`src/rtl/spi_pkg.sv`:
```
// Shared types and frame constants for the SPI responder register file.
package spi_pkg;

  localparam int unsigned ADDR_W = 8;
  localparam int unsigned DATA_W = 8;

  // Bit positions within a frame, counted from the first bit sampled with cs low
  localparam int unsigned WR_BIT_POS   = 0;
  localparam int unsigned ADDR_LSB_POS = 1;
  localparam int unsigned DATA_LSB_POS = ADDR_LSB_POS + ADDR_W;

  typedef enum logic [2:0] {
    IDLE   = 3'd0,
    ADDR   = 3'd1,
    WDATA  = 3'd2,
    RREADY = 3'd3,
    RDATA  = 3'd4,
    DONE   = 3'd5,
    HOLD   = 3'd6
  } state_t;

endpackage

```
`src/rtl/spi_rx_shift.sv`:
```
// LSB-first 8-bit deserializer; word_next/last expose the completed word on the final shift edge.
module spi_rx_shift
  import spi_pkg::*;
(
  input  logic              clk,
  input  logic              rst,
  input  logic              clr,
  input  logic              en,
  input  logic              din,
  output logic [DATA_W-1:0] word_next,
  output logic              last
);

  logic [DATA_W-1:0] sh_q, sh_d;
  logic [2:0]        cnt_q, cnt_d;

  assign word_next = {din, sh_q[DATA_W-1:1]};
  assign last      = en && (cnt_q == 3'd7);

  always_comb begin
    sh_d  = sh_q;
    cnt_d = cnt_q;
    if (clr) begin
      sh_d  = '0;
      cnt_d = '0;
    end else if (en) begin
      sh_d  = word_next;
      cnt_d = cnt_q + 3'd1;
    end
  end

  always_ff @(posedge clk or negedge rst) begin
    if (!rst) begin
      sh_q  <= '0;
      cnt_q <= '0;
    end else begin
      sh_q  <= sh_d;
      cnt_q <= cnt_d;
    end
  end

endmodule

```
`src/rtl/spi_resp_regfile.sv`:
```
// SPI responder: decodes wr/addr/data frames on mosi and serves an 8-bit register file.
module spi_resp_regfile
  import spi_pkg::*;
#(
  parameter int unsigned       DEPTH   = 32,
  parameter logic [DATA_W-1:0] RST_VAL = 8'h00
) (
  input  logic clk,
  input  logic rst,
  input  logic cs,
  input  logic mosi,
  output logic miso,
  output logic ready,
  output logic op_done,
  output logic err
);

  localparam int unsigned IDX_W = (DEPTH > 1) ? $clog2(DEPTH) : 1;

  state_t            state_q, state_d;
  logic              wr_q, wr_d;
  logic [ADDR_W-1:0] addr_q, addr_d;
  logic [DATA_W-1:0] shift_q, shift_d;
  logic [2:0]        rd_cnt_q, rd_cnt_d;
  logic              miso_q, miso_d, ready_q, ready_d;
  logic              op_done_q, op_done_d, err_q, err_d;
  logic [DATA_W-1:0] mem_q [DEPTH];
  logic [DATA_W-1:0] mem_d [DEPTH];

  logic              rx_clr, rx_en, rx_last;
  logic [DATA_W-1:0] rx_word;
  logic              in_range;
  logic [IDX_W-1:0]  idx;

  // The range check uses all 8 address bits, so aliases above DEPTH never hit storage
  assign in_range = (32'(addr_q) < DEPTH);
  assign idx      = addr_q[IDX_W-1:0];

  spi_rx_shift u_rx (
    .clk       (clk),
    .rst       (rst),
    .clr       (rx_clr),
    .en        (rx_en),
    .din       (mosi),
    .word_next (rx_word),
    .last      (rx_last)
  );

  always_comb begin
    state_d  = state_q;
    wr_d     = wr_q;
    addr_d   = addr_q;
    shift_d  = shift_q;
    rd_cnt_d = rd_cnt_q;
    mem_d    = mem_q;
    rx_clr   = 1'b0;
    rx_en    = 1'b0;
    unique case (state_q)
      IDLE: begin
        rx_clr = 1'b1;
        if (!cs) begin
          wr_d    = mosi;
          state_d = ADDR;
        end
      end
      ADDR: begin
        if (cs) state_d = IDLE;
        else begin
          rx_en = 1'b1;
          if (rx_last) begin
            addr_d  = rx_word;
            state_d = wr_q ? WDATA : RREADY;
          end
        end
      end
      WDATA: begin
        if (cs) state_d = IDLE;
        else begin
          rx_en = 1'b1;
          if (rx_last) begin
            if (in_range) mem_d[idx] = rx_word;
            state_d = DONE;
          end
        end
      end
      RREADY: begin
        if (cs) state_d = IDLE;
        else begin
          shift_d  = in_range ? mem_q[idx] : '0;
          rd_cnt_d = '0;
          state_d  = RDATA;
        end
      end
      RDATA: begin
        if (cs) state_d = IDLE;
        else if (rd_cnt_q == 3'd7) state_d = DONE;
        else begin
          shift_d  = shift_q >> 1;
          rd_cnt_d = rd_cnt_q + 3'd1;
        end
      end
      DONE:    state_d = HOLD;
      HOLD:    if (cs) state_d = IDLE;
      default: state_d = IDLE;
    endcase

    // Outputs are registered from the next state so they line up with it
    miso_d    = (state_d == RDATA) ? shift_d[0] : 1'b0;
    ready_d   = (state_d == RREADY);
    op_done_d = (state_d == DONE);
    err_d     = op_done_d && !in_range;
  end

  always_ff @(posedge clk or negedge rst) begin
    if (!rst) begin
      state_q   <= IDLE;
      wr_q      <= 1'b0;
      addr_q    <= '0;
      shift_q   <= '0;
      rd_cnt_q  <= '0;
      miso_q    <= 1'b0;
      ready_q   <= 1'b0;
      op_done_q <= 1'b0;
      err_q     <= 1'b0;
      for (int unsigned i = 0; i < DEPTH; i++) mem_q[i] <= RST_VAL;
    end else begin
      state_q   <= state_d;
      wr_q      <= wr_d;
      addr_q    <= addr_d;
      shift_q   <= shift_d;
      rd_cnt_q  <= rd_cnt_d;
      miso_q    <= miso_d;
      ready_q   <= ready_d;
      op_done_q <= op_done_d;
      err_q     <= err_d;
      mem_q     <= mem_d;
    end
  end

  assign miso    = miso_q;
  assign ready   = ready_q;
  assign op_done = op_done_q;
  assign err     = err_q;

endmodule

```
`config.mk`:
```
export PLATFORM = sky130hd
export DESIGN_NAME = spi_resp_regfile
export DESIGN_NICKNAME = d
export VERILOG_FILES = /design/src/rtl/spi_pkg.sv /design/src/rtl/spi_rx_shift.sv /design/src/rtl/spi_resp_regfile.sv
export SDC_FILE = /design/constraint.sdc
export NUM_CORES = 1
export LEC_CHECK = 0
export BUFFER_PORTS_ARGS = -buffer_cell sky130_fd_sc_hd__buf_2
export CAP_MARGIN = 25
export CORE_UTILIZATION = 40
export CTS_CLUSTER_DIAMETER = 200
export DETAILED_ROUTE_END_ITERATION = 8
export GPL_TIMING_DRIVEN = 0
export PLACE_DENSITY = 0.65
export SYNTH_ARGS = -nofsm -noshare
export SYNTH_HDL_FRONTEND = slang
export SYNTH_SLANG_ARGS = --single-unit
```
`constraint.sdc`:
```
create_clock -name clk -period 5.2 [get_ports clk]
set_clock_uncertainty 0.1 [all_clocks]
set_input_delay 1.04 -clock clk [delete_from_list [all_inputs] [get_ports clk]]
set_output_delay 1.04 -clock clk [all_outputs]
set_load 0.01 [all_outputs]
```
Yosys cells after proc, flatten, opt, wreduce, memory -nomap -nowiden
Index checks and enable logic that the tools add are counted.
Operators by class
  equal/unequal tests: 14
  $mul: 0
  shift operators: 0
  bitwise operators: 2
  add/sub/neg operators: 2
  divide/modulo/power cells: 0
  reduce and logical (&&, ||, !) cells: 12
  multiplexer cells: 34
  $lt $le $gt $ge: 3
Operators with widths (count)
  $bwmux 256: 1
  $mux 8: 9
  $mux 3: 14
  $bmux 8 s5: 1
  $demux 8 s5: 1
  $eq 3x3->1 const B: 7
  $pmux 3 s7: 1
  $pmux 8 s2: 1
  $eq 3x2->1 const B: 3
  $lt 8x6->1 const B: 1
  $reduce_and 4->1: 2
  $add 3x1->3 const B: 2
  $ge 6x6->1 const B: 1
  $lt 6x1->1 const B: 1
  $ne 2x2->1 const B: 3
  $not 5->6: 1
  $pmux 3 s2: 1
  $mux 1: 5
  $reduce_bool 2->1: 2
  $eq 3x1->1 const B: 1
  $logic_and 1x1->1: 3
  $logic_not 3->1: 1
  $reduce_and 3->1: 1
  $reduce_and 2->1: 1
  other kinds (3): 3
Word-level totals
  flip-flop bits (word level): 294
  bits in writable memories: 0
  word-level logic and storage cells: 111
  output and inout port bits: 4
  input port bits: 4
  ROM bits: 0
  bits in latches: 0
  memories kept: 0

Depth between registers and ports, before layout
  depth after elaboration: 9
  mapped depth: 9
  depth with buffers taken out: 7

By module
Synthesis repeated with hierarchy kept, for this count alone.
Unflattened totals
  cells, all modules: 990
  area total of the unflattened synthesis: 13455.4 µm²
By module, submodules not included
  spi_resp_regfile: cells an instance 954, times used 1, area each 13012.5 µm², seq. area each 7056.8 µm²
  spi_rx_shift: cells an instance 36, times used 1, area each 442.9 µm², seq. area each 250.2 µm²

Worst setup path after synthesis
Ideal clock, no wire load.
  path type: in2reg
  from: input port cs
  to: register mem_q[79] (netlist name)
  slack: 2.305 ns
  path buffers: 2
  arrival time: 2.670 ns
  required time: 4.975 ns
  stages: 7
  setup time: 0.125 ns
  cells stage by stage: buf_2 -> nor3b_2 -> nand3_1 -> or3_1 -> buf_4 -> nor3_4 -> mux2_2
On the way
  cells in the longest elaborated chain, start to end: 4
  elaborated cells between the ends (all ways): 5
  classes of those cells: 2 x mux; 1 x bitwise; 2 x reduce/logical
Ends and longest elaborated chain
  from (decl): RTL line spi_resp_regfile.sv:10  | input logic cs,
  $mux 1: RTL line spi_resp_regfile.sv:67, spi_resp_regfile.sv:77
  $mux 1
  $logic_and 1x1->1: RTL line spi_rx_shift.sv:18  | assign last = en && (cnt_q == 3'd7);
  $reduce_and 4->1 (no line) (*)
  to (signal assigned): RTL line spi_resp_regfile.sv:136  | mem_q <= mem_d;
  to (decl): RTL line spi_resp_regfile.sv:27  | logic [DATA_W-1:0] mem_q [DEPTH];
Mark *: on every way between the ends. The rest lies on a longest branch, timed or not.
A chain may end at the register's enable or synchronous reset.

Worst setup path after layout
  from: register addr_q[6]
  to: register mem_q[20] (netlist name)
On the way
  cells in the longest elaborated chain, start to end: 2
Ends and longest elaborated chain
  from (decl): RTL line spi_resp_regfile.sv:22  | logic [ADDR_W-1:0] addr_q, addr_d;
  from (signal assigned): RTL line spi_resp_regfile.sv:129  | addr_q <= addr_d;
  $lt 8x6->1: RTL line spi_resp_regfile.sv:36  | assign in_range = (32'(addr_q) < DEPTH);
  $reduce_and 4->1 (no line)
Every way passes these cells.

==> impl_metrics.env <==
export IMPL_first_pass_iters=5
export IMPL_syn_area_per_cell_um2=13.71
export IMPL_io_buffers=6
export IMPL_final_common_cell="dfrtp_1"
export IMPL_p_switching_uw=1027
export IMPL_clkTransAtPathRegs_ns=0.06
export IMPL_required_ns=5.54
export IMPL_cts_tree="done"
export IMPL_synth_distinct_cells=41
export IMPL_final_core_util_pct=46.73
export IMPL_synth_nets=994
export IMPL_crit_family="simple AND/OR/NAND/NOR gates"
export IMPL_postCtsSetupBuffers=0
export IMPL_diodes=0
export IMPL_area_growth_pct=13.58
export IMPL_rsz0062_at_grt="false"
export IMPL_start_util_pct=41.15
export IMPL_grt_remaining_overflow=0
export IMPL_clk_latency_ns=0.56
export IMPL_crit_chain="nor3_1 > nand3_1 > nor3_2 > nand4_2 > mux2_2"
export IMPL_p_int_uw=3773
export IMPL_wl_per_cell_um=24.59
export IMPL_yosys_area_share_xor_xnor_pct=0.06477
export IMPL_drt_vias_per_instance=5.692
export IMPL_fp_row_count=66
export IMPL_cts_buffers=31
export IMPL_ir_drop_uv=264.4
export IMPL_hp_class="reg2reg"
export IMPL_clock_path_buffers=3
export IMPL_slew_headroom_pct=32.01
export IMPL_p_sw_share_pct=21.40
export IMPL_dieArea_um2=34550
export IMPL_yosys_mux_area_fraction_pct=32.45
export IMPL_p_seq_share_pct=48.0
export IMPL_fin_setup_tns_ns=0
export IMPL_cts_resized_gates=0
export IMPL_min_period_ns=3.473
export IMPL_clkPwrFrac_pct=49.0
export IMPL_critPathMaxFanout=8
export IMPL_ys_seq_elements=292
export IMPL_syn_area_um2=13520
export IMPL_crit_buf_inv=0
export IMPL_worstSetupPathType="reg2reg"
export IMPL_cpMaxStageDelayCell="nor3_1"
export IMPL_final_layout_size_suffix_gt1_share_pct=36.99
export IMPL_grt_pass1_wl_mm=54.77
export IMPL_fmax_mhz=287.9
export IMPL_wl_mm=36.85
export IMPL_htree_levels=1
export IMPL_die_w_um=185.9
export IMPL_nFillCells=2984
export IMPL_grt_pass1_vias=8457
export IMPL_clock_sinks=292
export IMPL_hpwl_mm=25.75
export IMPL_tightest_slew_ns=1.012
export IMPL_gp_congestion=0.9895
export IMPL_cts_hold_buf=0
export IMPL_multi_input_area_um2=5903
export IMPL_core_area_um2=32870
export IMPL_dpl_cell_area_um2=14250
export IMPL_cp_end_kind="register"
export IMPL_seq_area_um2=7307
export IMPL_finish_net_count=1040
export IMPL_comb_power_share_pct=2.9
export IMPL_slowest_delay_ns=0.82
export IMPL_powerDensity_nw_per_um2=312.5
export IMPL_status="complete, no violations"
export IMPL_antenna_found_initial=2
export IMPL_max_cap_violations=0
export IMPL_synthCells=986
export IMPL_synth_top_family_by_area="multiplexers"
export IMPL_setup_violations=0
export IMPL_die_h_um=185.9
export IMPL_via_count=8533
export IMPL_track_usage_pct=21.89
export IMPL_cp_start_kind="register"
export IMPL_ant_nets=0
export IMPL_io_pins=8
export IMPL_grt_max_degree=123
export IMPL_drt_iter0_markers=619
export IMPL_yosys_warnings=0
export IMPL_p_leak_uw=0.006905
export IMPL_clockRootBuffer="clkbuf_16"
export IMPL_synthAdderAreaFrac_pct=0.3701
export IMPL_hold_viol_final=0
export IMPL_arrival_ns=3.81
export IMPL_synth_compound_area_share_pct=4.238
export IMPL_mostFrequentLayoutCells="dfrtp_1, mux2_2, mux2i_1"
export IMPL_synth_simple_area_share_pct=6.532
export IMPL_synth_seq_area_share_pct=54.03
export IMPL_drc_errors=0
export IMPL_finalCritPeriodShare_pct=66.79
export IMPL_fin_area_um2=15360
export IMPL_drv_slew=0
-- final timing paths --
check | slack (ns) | cells after the start | from | end
worst max register to register | 1.73 | 5 | addr_q[6] | mem_q[20]
worst max-delay path | 1.73 | 5 | addr_q[6] | mem_q[20]
min in group asynchronous | 0.46 | 2 | rst | mem_q[244]
worst min register to register | 0.38 | 2 | shift_q[1] | miso
worst min-delay path | 0.38 | 2 | shift_q[1] | miso
max in group asynchronous | 3.66 | 3 | rst | state_q[2]
-- flip-flops by register name, summed over array words and instances (netlist names) --
| register | cells |
|---|---|
| addr_q | 8 |
| err | 1 |
| mem_q | 256 |
| miso | 1 |
| op_done | 1 |
| rd_cnt_q | 3 |
| ready | 1 |
| shift_q | 7 |
| state_q | 3 |
| u_rx.cnt_q | 3 |
| u_rx.sh_q | 7 |
| wr_q | 1 |
-- through the flow --
stage	total power [uW]	hold slack (ns)	cells	setup slack, ns
finish	4800	0.3824	1499	1.727
global route	4934	0.4032	1499	1.576
CTS	4839	0.3805	1498	1.796
detailed placement	2490	0.3668	1440	1.700
global placement	2477	0.3611	1434	-2.462
floorplan	2404	0.3502	986	2.305
-- worst reg2reg max path, delay by kind of cell (launching register included) --
family | cells | cell delay, ns
simple gates | 4 | 2.47
flops | 1 | 0.38
mux | 1 | 0.41
-- kinds of logic after synthesis --
group | Yosys count
AOI/OAI and AO/OA | 90
xor gates and xnor gates | 1
adders and majority gates | 4
buffers and inverters | 73
DFF | 292
muxes | 405
and+or+nand+nor | 121
-- Yosys cell counts (all sizes together) --
cell type	number	share of area, %
a2111oi	1	0.065
or3	2	0.093
a22o	2	0.13
and2	1	0.046
or4b	5	0.37
a21oi	2	0.074
mux2i	138	10
ha	4	0.37
nand4b	4	0.26
nor4	1	0.046
nand2b	5	0.23
buf	25	0.98
nor2b	9	0.42
clkbuf	45	1.2
nand4	4	0.28
o21ai	10	0.37
a211o	1	0.065
nor3	8	0.54
nor2	34	1.6
or4	17	0.94
xor2	1	0.065
o22ai	64	3.0
mux2	267	22
nand3	8	0.52
dfrtp	292	54
a22oi	6	0.33
a32o	1	0.074
nor3b	1	0.093
inv	3	0.083
nand2	16	0.59
nand4bb	6	0.50
a21o	3	0.17
-- power by group through the flow --
stage	combinational [uW]	clock, uW	sequential (uW)
finish	141	2350	2300
global route	161	2470	2310
CTS	145	2390	2300
detailed placement	144	0	2350
global placement	131	0	2350
floorplan	63.2	0	2340
-- final cells by class --
| type | count | share of cell area, % |
|---|---|---|
| timing repair buffer | 13 | 1.181 |
| inverter | 3 | 0.07331 |
| clock buffer | 43 | 5.800 |
| multi-input combinational | 621 | 38.43 |
| tap | 442 | 3.601 |
| clock inverter | 15 | 1.377 |
| sequential | 292 | 47.57 |
| buffer | 70 | 1.963 |
-- per-layer routing --
metal	routed length, um	vias to the layer above	GRT usage [%]
met4	1692	2	8.754
met1	16860	4477	30.96
met2	16230	234	32.99
li1	-	3735	-
met5	12	-	0
met3	2064	85	4.148
No activity file was read; power rests on OpenSTA's default activity.
